==> config.mk <==
export PLATFORM = sky130hd
export DESIGN_NAME = i2s_tx
export DESIGN_NICKNAME = d
export VERILOG_FILES = /design/src/rtl/i2s_tx.sv
export SDC_FILE = /design/constraint.sdc
export NUM_CORES = 1
export LEC_CHECK = 0
export CAP_MARGIN = 20
export CORE_AREA = 3 3 77 108
export CTS_BUF_LIST = sky130_fd_sc_hd__clkbuf_4 sky130_fd_sc_hd__clkbuf_8
export CTS_CLUSTER_SIZE = 16
export DETAILED_ROUTE_END_ITERATION = 6
export DIE_AREA = 0 0 80 111
export GPL_TIMING_DRIVEN = 0
export MAX_ROUTING_LAYER = met4
export PLACE_DENSITY_LB_ADDON = 0.2
export SLEW_MARGIN = 20
export SYNTH_ARGS = -nofsm -noshare
export SYNTH_HDL_FRONTEND = slang
export SYNTH_SLANG_ARGS = --single-unit
==> constraint.sdc <==
create_clock -name clk -period 2.5 [get_ports clk]
set_clock_uncertainty 0.2 [all_clocks]
set_input_delay 0.5 -clock clk [delete_from_list [all_inputs] [get_ports clk]]
set_output_delay 0.5 -clock clk [all_outputs]
set_load 0.05 [all_outputs]
==> src/rtl/i2s_tx.sv <==
`default_nettype none
// ============================================================================
// Module   : i2s_tx
// Purpose  : Stereo frame holding buffer feeding a Philips-format I2S
//            serializer (BCLK/LRCK/SDATA) with an integer clock divider.
//            Define I2S_UNDERRUN_HOLD_EN to repeat the last frame on underrun.
// Revision : 1.0 - initial release
// ============================================================================
module i2s_tx #(
    parameter int CLK_DIV      = 4,
    parameter int SAMPLE_WIDTH = 16,
    parameter int SLOT_BITS    = 16
) (
    input  logic                    clk,
    input  logic                    reset,
    input  logic                    s_valid,
    output logic                    s_ready,
    input  logic [SAMPLE_WIDTH-1:0] s_left,
    input  logic [SAMPLE_WIDTH-1:0] s_right,
    output logic                    i2s_bclk,
    output logic                    i2s_lrck,
    output logic                    i2s_data,
    output logic                    underrun
);

    localparam int c_FRAME_BITS = 2 * SLOT_BITS;
    localparam int c_PAD        = SLOT_BITS - SAMPLE_WIDTH;
    localparam int c_DIV_W      = (CLK_DIV > 1) ? $clog2(CLK_DIV) : 1;
    localparam int c_K_W        = $clog2(c_FRAME_BITS);

    localparam logic [c_DIV_W-1:0] c_DIV_LAST = c_DIV_W'(CLK_DIV - 1);
    localparam logic [c_DIV_W-1:0] c_DIV_ONE  = c_DIV_W'(1);
    localparam logic [c_K_W-1:0]   c_K_LAST   = c_K_W'(c_FRAME_BITS - 1);
    localparam logic [c_K_W-1:0]   c_K_RIGHT  = c_K_W'(SLOT_BITS);
    localparam logic [c_K_W-1:0]   c_K_ONE    = c_K_W'(1);

    logic [c_DIV_W-1:0]      r_div;
    logic [c_K_W-1:0]        r_k;
    logic                    r_bclk;
    logic                    r_lrck;
    logic                    r_data;
    logic                    r_ready;
    logic                    r_underrun;
    logic                    r_full;
    logic [c_FRAME_BITS-1:0] r_buf;
    logic [c_FRAME_BITS-1:0] r_shift;
`ifdef I2S_UNDERRUN_HOLD_EN
    logic [c_FRAME_BITS-1:0] r_last;
`endif

    logic [SLOT_BITS-1:0]    w_left_slot;
    logic [SLOT_BITS-1:0]    w_right_slot;
    logic [c_FRAME_BITS-1:0] w_frame_in;
    logic                    w_bclk_fall;
    logic                    w_xfer;
    logic                    w_take;
    logic                    w_full_next;

    // Samples sit MSB-aligned in their slot; the shift register emits MSB first.
    assign w_left_slot  = SLOT_BITS'(s_left) << c_PAD;
    assign w_right_slot = SLOT_BITS'(s_right) << c_PAD;
    assign w_frame_in   = {w_left_slot, w_right_slot};

    assign w_bclk_fall = (r_div == c_DIV_LAST) && r_bclk;
    assign w_xfer      = s_valid && r_ready;
    assign w_take      = w_bclk_fall && (r_k == '0) && r_full;
    assign w_full_next = (r_full && !w_take) || w_xfer;

    always_ff @(posedge clk) begin
        if (reset) begin
            r_div      <= '0;
            r_k        <= '0;
            r_bclk     <= 1'b0;
            r_lrck     <= 1'b0;
            r_data     <= 1'b0;
            r_ready    <= 1'b0;
            r_underrun <= 1'b0;
            r_full     <= 1'b0;
            r_buf      <= '0;
            r_shift    <= '0;
`ifdef I2S_UNDERRUN_HOLD_EN
            r_last     <= '0;
`endif
        end else begin
            r_underrun <= 1'b0;
            r_full     <= w_full_next;
            r_ready    <= !w_full_next;

            if (w_xfer) begin
                r_buf <= w_frame_in;
            end

            if (r_div == c_DIV_LAST) begin
                r_div  <= '0;
                r_bclk <= !r_bclk;
            end else begin
                r_div <= r_div + c_DIV_ONE;
            end

            if (w_bclk_fall) begin
                // The MSB at k=0 is still the previous frame's last bit: the Philips one-bit lag.
                r_data <= r_shift[c_FRAME_BITS-1];
                r_lrck <= (r_k >= c_K_RIGHT);
                r_k    <= (r_k == c_K_LAST) ? '0 : r_k + c_K_ONE;
                if (r_k == '0) begin
                    if (r_full) begin
                        r_shift <= r_buf;
`ifdef I2S_UNDERRUN_HOLD_EN
                        r_last  <= r_buf;
`endif
                    end else begin
                        r_underrun <= 1'b1;
`ifdef I2S_UNDERRUN_HOLD_EN
                        r_shift    <= r_last;
`else
                        r_shift    <= '0;
`endif
                    end
                end else begin
                    r_shift <= {r_shift[c_FRAME_BITS-2:0], 1'b0};
                end
            end
        end
    end

    assign s_ready  = r_ready;
    assign i2s_bclk = r_bclk;
    assign i2s_lrck = r_lrck;
    assign i2s_data = r_data;
    assign underrun = r_underrun;

endmodule
`default_nettype wire

==> results.yml, run 1 <==
yosys:
  yosys.area.top_type: "dfxtp_1"
  synth-seq-area-share: 0.464
  synth_area_um2: 3320
  ys_async_sr_fraction: 0
  synth_common_cells: "105 x nand2_1, 77 x dfxtp_1, 41 x a21oi_1"
  synthCells: 375
  synth.distinct_cells: 32
  synth_enable_flop_cells: 0
  synth_top_area_share: 0.464
  ys_top_cells_by_area: "dfxtp_1 46%, nand2_1 12%, mux2i_1 9.3%, o21ai_2 7.4%, and2_1 6.2%"
  ys.flop_type: "dfxtp_1"
  synth.most_common_cell: "nand2_1"
  yosysWarnings: 0
  synthesis.area_per_instance_um2: 8.86
  synth-seq-cells: 77
  syn_nets: 414
clock_network:
  cts_setup_buffers: 0
  clock_latency_ns: 0.34
  clock_sinks: 77
  cts_buffer_depth: 2
  numCtsBuffers: 9
  clkTransAtPathRegs_ns: 0.07
  cts_tree: "done"
  cts_root_buf: "clkbuf_8"
  cts_resized: 0
  ctsHoldBuffers: 0
  cts_htree_levels: 3
floorplanning:
  boundaryPins: 40
  std_cell_rows: 37
  initial_core_util: 0.448
  core_um2: 7410
  die_area_um2: 8880
  die_w_um: 80
  die_h_um: 111
power:
  powerDensity_nw_per_um2: 627
  vdd_drop_max_v: 0.000319
  leakage_uw: 0.00167
critical_path:
  critPathBufInv: 1
  required_ns: 1.80
  path_cells: "clkdlybuf4s50_1"
  end_kind: "output port"
  path_class: "flop to output port"
  crit_arrival_ns: 1.60
  cp_top_family: "buffers and inverters"
  crit_slowest_cell: "clkdlybuf4s50_1"
  slowest_delay_ns: 0.84
  crit_path_start_kind: "flop"
  worstPathMaxFanout: 6
routing:
  via_per_inst: 4.89
  routedWlPerCell_um: 12.3
  vias: 2578
  ant_nets: 0
  wl_mm: 6.49
  drt_iter0_drc: 81
  drc: 0
  drt-pass1-iter-count: 4
finish:
  drive_gt1_frac: 0.140
  syn_to_final_growth_pct: 22.5
  multi_input_area_um2: 1590
  regArea_um2: 1540
  finalNetCount: 464
  antenna_cells: 0
  fillCellCount: 719
  fin_cells: 527
sta:
  drv_slew: 0
  max-slew-margin-rel: 0.649
  rsz0062_at_grt: "false"
  setup_violations: 0
  fmax_mhz: 434
  final_hold_viol_count: 0
  period_minus_slack_ns: 2.30
  tightest_slew_ns: 0.526
  worst_slack_ns: 0.197
  period_share: 0.921
placement:
  dpl_worst_slack_ns: -0.00248
  dp_hpwl_mm: 4.70
  gp_congestion: 0.740
  dpl.cell_count: 511
  io_buffers: 39
grt:
  grt_pass1_wl_mm: 11.4
  track_usage: 0.166
  grt_max_degree: 13
  grt.overflow.total: 0
  antenna_found_initial: 0
  grt_pass1_vias: 2530
min_path:
  worstHoldPathType: "flop to flop"
run:
  cap_violations: 0
run_status:
  status: "completed"
-- layout make-up --
cell class                 instances  share of cell area
timing repair buffer              39              0.0960
multi-input combinational        268               0.391
buffer                            27              0.0434
clock buffer                      13              0.0409
clock inverter                     3              0.0166
sequential                        77               0.379
tap                               97              0.0298
inverter                           3             0.00277
-- logic make-up (layout without fill, tap and decap cells) --
kind of cell	Yosys count	in the layout	share of synthesized area
buffers and inverters	30	85	0.0565
and+or+nand+nor	155	155	0.217
muxes	31	31	0.0934
adders and majority gates	4	4	0.0151
DFF	77	77	0.464
AOI/OAI and AO/OA	77	77	0.151
xor gates and xnor gates	1	1	0.00264
-- final timing paths --
kind         slack, ns     start       end  depth (start not counted)
max               0.20  i2s_bclk  i2s_bclk                          1
max reg2reg       0.53    r_k[0]    r_k[2]                          5
min               0.23  r_div[0]  r_div[0]                          1
min reg2reg       0.23  r_div[0]  r_div[0]                          1
-- sequential cells by signal, indices dropped and copies added (netlist names) --
name / flops
r_full: 1
i2s_data: 1
r_div: 2
r_k: 5
s_ready: 1
r_buf: 32
i2s_lrck: 1
r_shift: 32
underrun: 1
i2s_bclk: 1
-- metrics by stage --
step	instance area, um2	TNS [ns]	hold WS [ns]	util	total power (uW)
global route	4070	0	0.247	0.549	2660
finish	4070	0	0.230	0.549	2550
global placement	3830	0	0.211	0.517	1500
detailed placement	3830	-0.00248	0.225	0.517	1500
floorplan	3320	0	0.204	-	1410
CTS	4070	0	0.237	0.549	2580
-- power by group --
part           internal (uW)  switching [uW]
sequential              1260            17.3
combinational           93.0             102
clock                    640             437
total                   1990             557
-- per-layer routing --
layer  vias up  track usage  wire, um
li1       1345            -         -
met2        43        0.270      3180
met1      1181        0.190      2910
met4         0       0.0755       141
met3         9       0.0407       256
met5         -            -         0
-- cell usage in the layout (no fill, tap or decap), types with 3 or more instances in the layout --
cell and instances:
a21oi_1 41, and2_1 33, buf_1 3, buf_12 3, buf_2 3, buf_4 4, clkbuf_1 13, clkbuf_8 11
clkdlybuf4s50_1 39, dfxtp_1 77, ha_1 4, inv_1 3, mux2i_1 31, nand2_1 105, nor2_1 4, o21ai_1 5
o21ai_2 28
(Power assumes the default switching activity.)
==> inputs of run 2 (changes only) <==
- ABC_AREA: not set -> 1
- CORE_AREA: 3 3 77 108 -> 3 3 78 109
- DIE_AREA: 0 0 80 111 -> 0 0 81 112
==> results.yml, run 2 <==
critical_path:
  crit_arrival_ns: 1.53
  r2r-end: "r_shift[31]"
  crit_path_start_kind: "flop"
  r2r_start: "r_k[0]"
  path_class: "flop to output port"
  rrSetupSlack_ns: 0.85
  path_cells: "clkdlybuf4s50_1"
  cp_top_family: "buffers and inverters"
  required_ns: 1.80
  crit_slowest_cell: "clkdlybuf4s50_1"
  end_kind: "output port"
  slowest_delay_ns: 0.81
  worstPathMaxFanout: 3
  startpoint: "i2s_bclk"
  reg2reg_depth: 9
  critPathBufInv: 1
yosys:
  synth_top_area_share: 0.457
  synth.most_common_cell: "nand2_1"
  synth-seq-cells: 77
  synth-seq-area-share: 0.457
  synth_common_cells: "197 x nand2_1, 77 x dfxtp_1, 72 x nor2_1"
  synthCells: 477
  yosysWarnings: 0
  synth_enable_flop_cells: 0
  ys_top_cells_by_area: "dfxtp_1 46%, nand2_1 22%, nor2_1 8.0%, nand3b_1 6.9%, o21ai_0 5.3%"
  ys.flop_type: "dfxtp_1"
  synth_area_um2: 3370
  synth.distinct_cells: 22
  ys_async_sr_fraction: 0
  yosys.area.top_type: "dfxtp_1"
  synthesis.area_per_instance_um2: 7.07
  syn_nets: 516
placement:
  io_buffers: 38
  dp_hpwl_mm: 5.19
  dpl_worst_slack_ns: 0.441
  gp_congestion: 0.798
finish:
  antenna_cells: 0
  drive_gt1_frac: 0.0904
  largestRegisters: "r_buf (32), r_shift (32), r_k (5)"
  final_common_cell: "nand2_1"
  finalNetCount: 565
  final_cell_mix: "197 x nand2_1, 77 x dfxtp_1, 72 x nor2_1"
  syn_to_final_growth_pct: 22.2
power:
  leakage_uw: 0.00187
  powerDensity_nw_per_um2: 641
  vdd_drop_max_v: 0.000380
  p_sw_frac: 0.222
  p_sw_uw: 587
  seqPwrFrac: 0.490
  combPwrFrac: 0.090
  p_int_uw: 2050
  pwr-share-clk: 0.420
clock_network:
  numCtsBuffers: 9
  cts_root_buf: "clkbuf_8"
  clock_sinks: 77
  cts_setup_buffers: 0
  cts_htree_levels: 3
  cts_tree: "done"
  cts_buffer_depth: 2
  clkTransAtPathRegs_ns: 0.07
  ctsHoldBuffers: 0
  cts_resized: 0
  clock_latency_ns: 0.35
sta:
  max-slew-margin-rel: 0.670
  final_hold_viol_count: 0
  hold_slack_ns: 0.150
  setup_violations: 0
  fmax_mhz: 449
  setup_tns_ns: 0
  rsz0062_at_grt: "false"
  period_share: 0.892
  period_minus_slack_ns: 2.23
  worst_slack_ns: 0.271
  tightest_slew_ns: 0.493
  drv_slew: 0
floorplanning:
  initial_core_util: 0.438
  boundaryPins: 40
  die_h_um: 112
  die_w_um: 81
  std_cell_rows: 38
  core_um2: 7700
  die_area_um2: 9070
routing:
  routedWlPerCell_um: 11.5
  drt-pass1-iter-count: 4
  vias: 2986
  drt_iter0_drc: 134
  ant_nets: 0
  drc: 0
  wl_mm: 7.23
  via_per_inst: 4.73
grt:
  grt_pass1_vias: 2894
  grt_max_degree: 13
  track_usage: 0.180
  grt_pass1_wl_mm: 12.6
  grt.overflow.total: 0
  antenna_found_initial: 0
run:
  cap_violations: 0
run_status:
  status: "completed"
min_path:
  hp-start: "reset"
  worstHoldPathType: "primary input to flop"
  hold_end: "r_full"
  whs_path_depth: 2
-- run 2: cell types whose count changed in the layout (fill, tap and decap cells not counted), moves of 5 or more --
cell	previous run	this run
buf_2	3	13
nor2_1	4	72
nand2_1	105	197
inv_1	3	8
and2_1	33	0
mux2i_1	31	0
clkbuf_1	13	6
nand3b_1	1	31
o21ai_0	0	36
o21ai_1	5	0
nand3_1	1	6
o21ai_2	28	0
a21oi_1	41	3
-- run 2: cell type report --
type	count	area [um2]
plain buffers	29	178
clock buffers	13	179
clock inverters	3	65.1
fillers	792	3580
inverters	10	37.5
multi-input cells	361	1620
flip-flops and latches	77	1540
well taps	100	125
repair buffers	38	380
-- run 2: worst max path at each step --
stage            endpoint  depth (start not counted)
2_1_floorplan  r_shift[0]                          6
3_3_place_gp    r_buf[15]                          5
3_5_place_dp    r_buf[24]                          5
4_1_cts          i2s_bclk                          1
5_1_grt          i2s_bclk                          1
6_report         i2s_bclk                          1
-- run 2: routing by layer --
layer | part of all wire | track usage | up-vias
li1 | - | - | 1588
met1 | 0.44 | 0.202 | 1330
met2 | 0.50 | 0.301 | 53
met3 | 0.040 | 0.0405 | 15
met4 | 0.020 | 0.0789 | 0
met5 | 0 | - | -
-- run 2: per-stage QoR --
stage / util / std cells / instance area, um2 / power, uW
4_1_cts: 0.535 / 631 / 4120 / 2670
3_5_place_dp: 0.503 / 615 / 3880 / 1560
3_3_place_gp: 0.503 / 615 / 3880 / 1560
5_1_grt: 0.535 / 631 / 4120 / 2750
2_1_floorplan: - / 477 / 3370 / 1460
6_report: 0.535 / 631 / 4120 / 2640
-- run 2: cell families after synthesis --
family                   count (synthesis)  share of synthesized area
AO/OA/AOI/OAI                           41                     0.0627
adder cells (fa/ha/maj)                  4                     0.0148
buffers and inverters                   39                     0.0638
flip-flops                              77                      0.457
AND/OR/NAND/NOR                        316                      0.401
-- run 2: power groups by stage --
stage | sequential (uW) | combinational (uW) | clock, uW
6_report | 1290 | 237 | 1110
5_1_grt | 1300 | 268 | 1190
4_1_cts | 1290 | 241 | 1140
3_5_place_dp | 1320 | 240 | 0
3_3_place_gp | 1320 | 237 | 0
2_1_floorplan | 1330 | 136 | 0
==> inputs of run 3 (changes only) <==
- CORE_AREA: 3 3 78 109 -> 4 4 79 110
- DIE_AREA: 0 0 81 112 -> 0 0 83 114
==> results.yml, run 3 (synthesis results as in run 2) <==
clock_network:
  cts_htree_levels: 3
  cts_tree: "done"
  cts_resized: 0
  clock_latency_ns: 0.36
  cts_buffer_depth: 2
  clkTransAtPathRegs_ns: 0.08
  ctsHoldBuffers: 0
  cts_setup_buffers: 0
  clock_sinks: 77
  numCtsBuffers: 9
  cts_root_buf: "clkbuf_8"
critical_path:
  r2r-end: "r_shift[18]"
  crit_arrival_ns: 1.53
  critPathBufInv: 1
  r2r_start: "r_div[0]"
  critPathCapture: "i2s_bclk"
  cp.depth: 1
  worstPathMaxFanout: 3
  startpoint: "i2s_bclk"
  end_kind: "output port"
  rrSetupSlack_ns: 0.84
  path_cells: "clkdlybuf4s50_1"
  slowest_delay_ns: 0.81
  path_class: "flop to output port"
  required_ns: 1.80
  cp_top_family: "buffers and inverters"
  reg2reg_depth: 7
  crit_slowest_cell: "clkdlybuf4s50_1"
  crit_path_start_kind: "flop"
floorplanning:
  die_h_um: 114
  die_area_um2: 9460
  die_w_um: 83
  initial_core_util: 0.438
  core_um2: 7700
  std_cell_rows: 38
  boundaryPins: 40
grt:
  antenna_found_initial: 0
  grt_pass1_vias: 2873
  track_usage: 0.170
  grt.overflow.total: 0
  grt_max_degree: 12
  grt_pass1_wl_mm: 12.5
run:
  cap_violations: 0
sta:
  period_share: 0.892
  setup_tns_ns: 0
  worst_slack_ns: 0.269
  tightest_slew_ns: 0.494
  drv_slew: 0
  final_hold_viol_count: 0
  period_minus_slack_ns: 2.23
  max-slew-margin-rel: 0.670
  fmax_mhz: 448
  setup_violations: 0
  rsz0062_at_grt: "false"
finish:
  finalNetCount: 565
  multi_input_area_um2: 1620
  final_common_cell: "nand2_1"
  fillCellCount: 816
  drive_gt1_frac: 0.0870
  syn_to_final_growth_pct: 20.6
  final_cell_mix: "197 x nand2_1, 77 x dfxtp_1, 72 x nor2_1"
  largestRegisters: "r_buf (32), r_shift (32), r_k (5)"
  antenna_cells: 0
  regArea_um2: 1540
power:
  powerDensity_nw_per_um2: 608
  power_uw: 2470
  leakage_uw: 0.00184
  vdd_drop_max_v: 0.000378
placement:
  dp_hpwl_mm: 5.29
  io_buffers: 38
  dpl_worst_slack_ns: 0.453
  gp_congestion: 0.836
routing:
  drt_iter0_drc: 98
  drc: 0
  vias: 2969
  routedWlPerCell_um: 12.0
  drt-pass1-iter-count: 6
  ant_nets: 0
  wl_mm: 7.55
  via_per_inst: 4.72
min_path:
  worstHoldPathType: "primary input to flop"
run_status:
  status: "completed"
==> run 3: cell type report <==
class / count / area share
Tap cell: 100 / 0.0308
Clock buffer: 12 / 0.0375
Inverter: 10 / 0.00923
Buffer: 29 / 0.0437
Multi-Input combinational cell: 361 / 0.397
Clock inverter: 2 / 0.00862
Sequential cell: 77 / 0.379
Timing Repair Buffer: 38 / 0.0936
==> run 3: how the worst min path moves through the flow <==
stage | endpoint | cells after the start | startpoint
finish | r_full | 2 | reset
global route | r_div[0] | 2 | reset
CTS | r_full | 2 | reset
detailed placement | r_div[0] | 1 | r_div[0]
global placement | r_div[0] | 1 | r_div[0]
floorplan | r_div[0] | 1 | r_div[0]
==> run 3: metal layers <==
layer	wire length, um	global-route usage	vias to the layer above
li1	-	-	1588
met1	3370	0.175	1320
met2	3710	0.301	51
met3	317	0.0491	10
met4	146	0.0720	0
met5	0	-	-
==> run 3: through the flow <==
stage / util / cells / hold slack [ns] / cell area (um2)
after floorplan: - / 477 / 0.203 / 3370
after global placement: 0.503 / 615 / 0.212 / 3880
after detailed placement: 0.503 / 615 / 0.230 / 3880
after CTS: 0.528 / 629 / 0.120 / 4070
after global routing: 0.528 / 629 / 0.135 / 4070
final: 0.528 / 629 / 0.143 / 4070
==> run 3: power by group <==
part	switching [uW]	internal (uW)
clock	439	499
sequential	22.0	1270
combinational	127	111
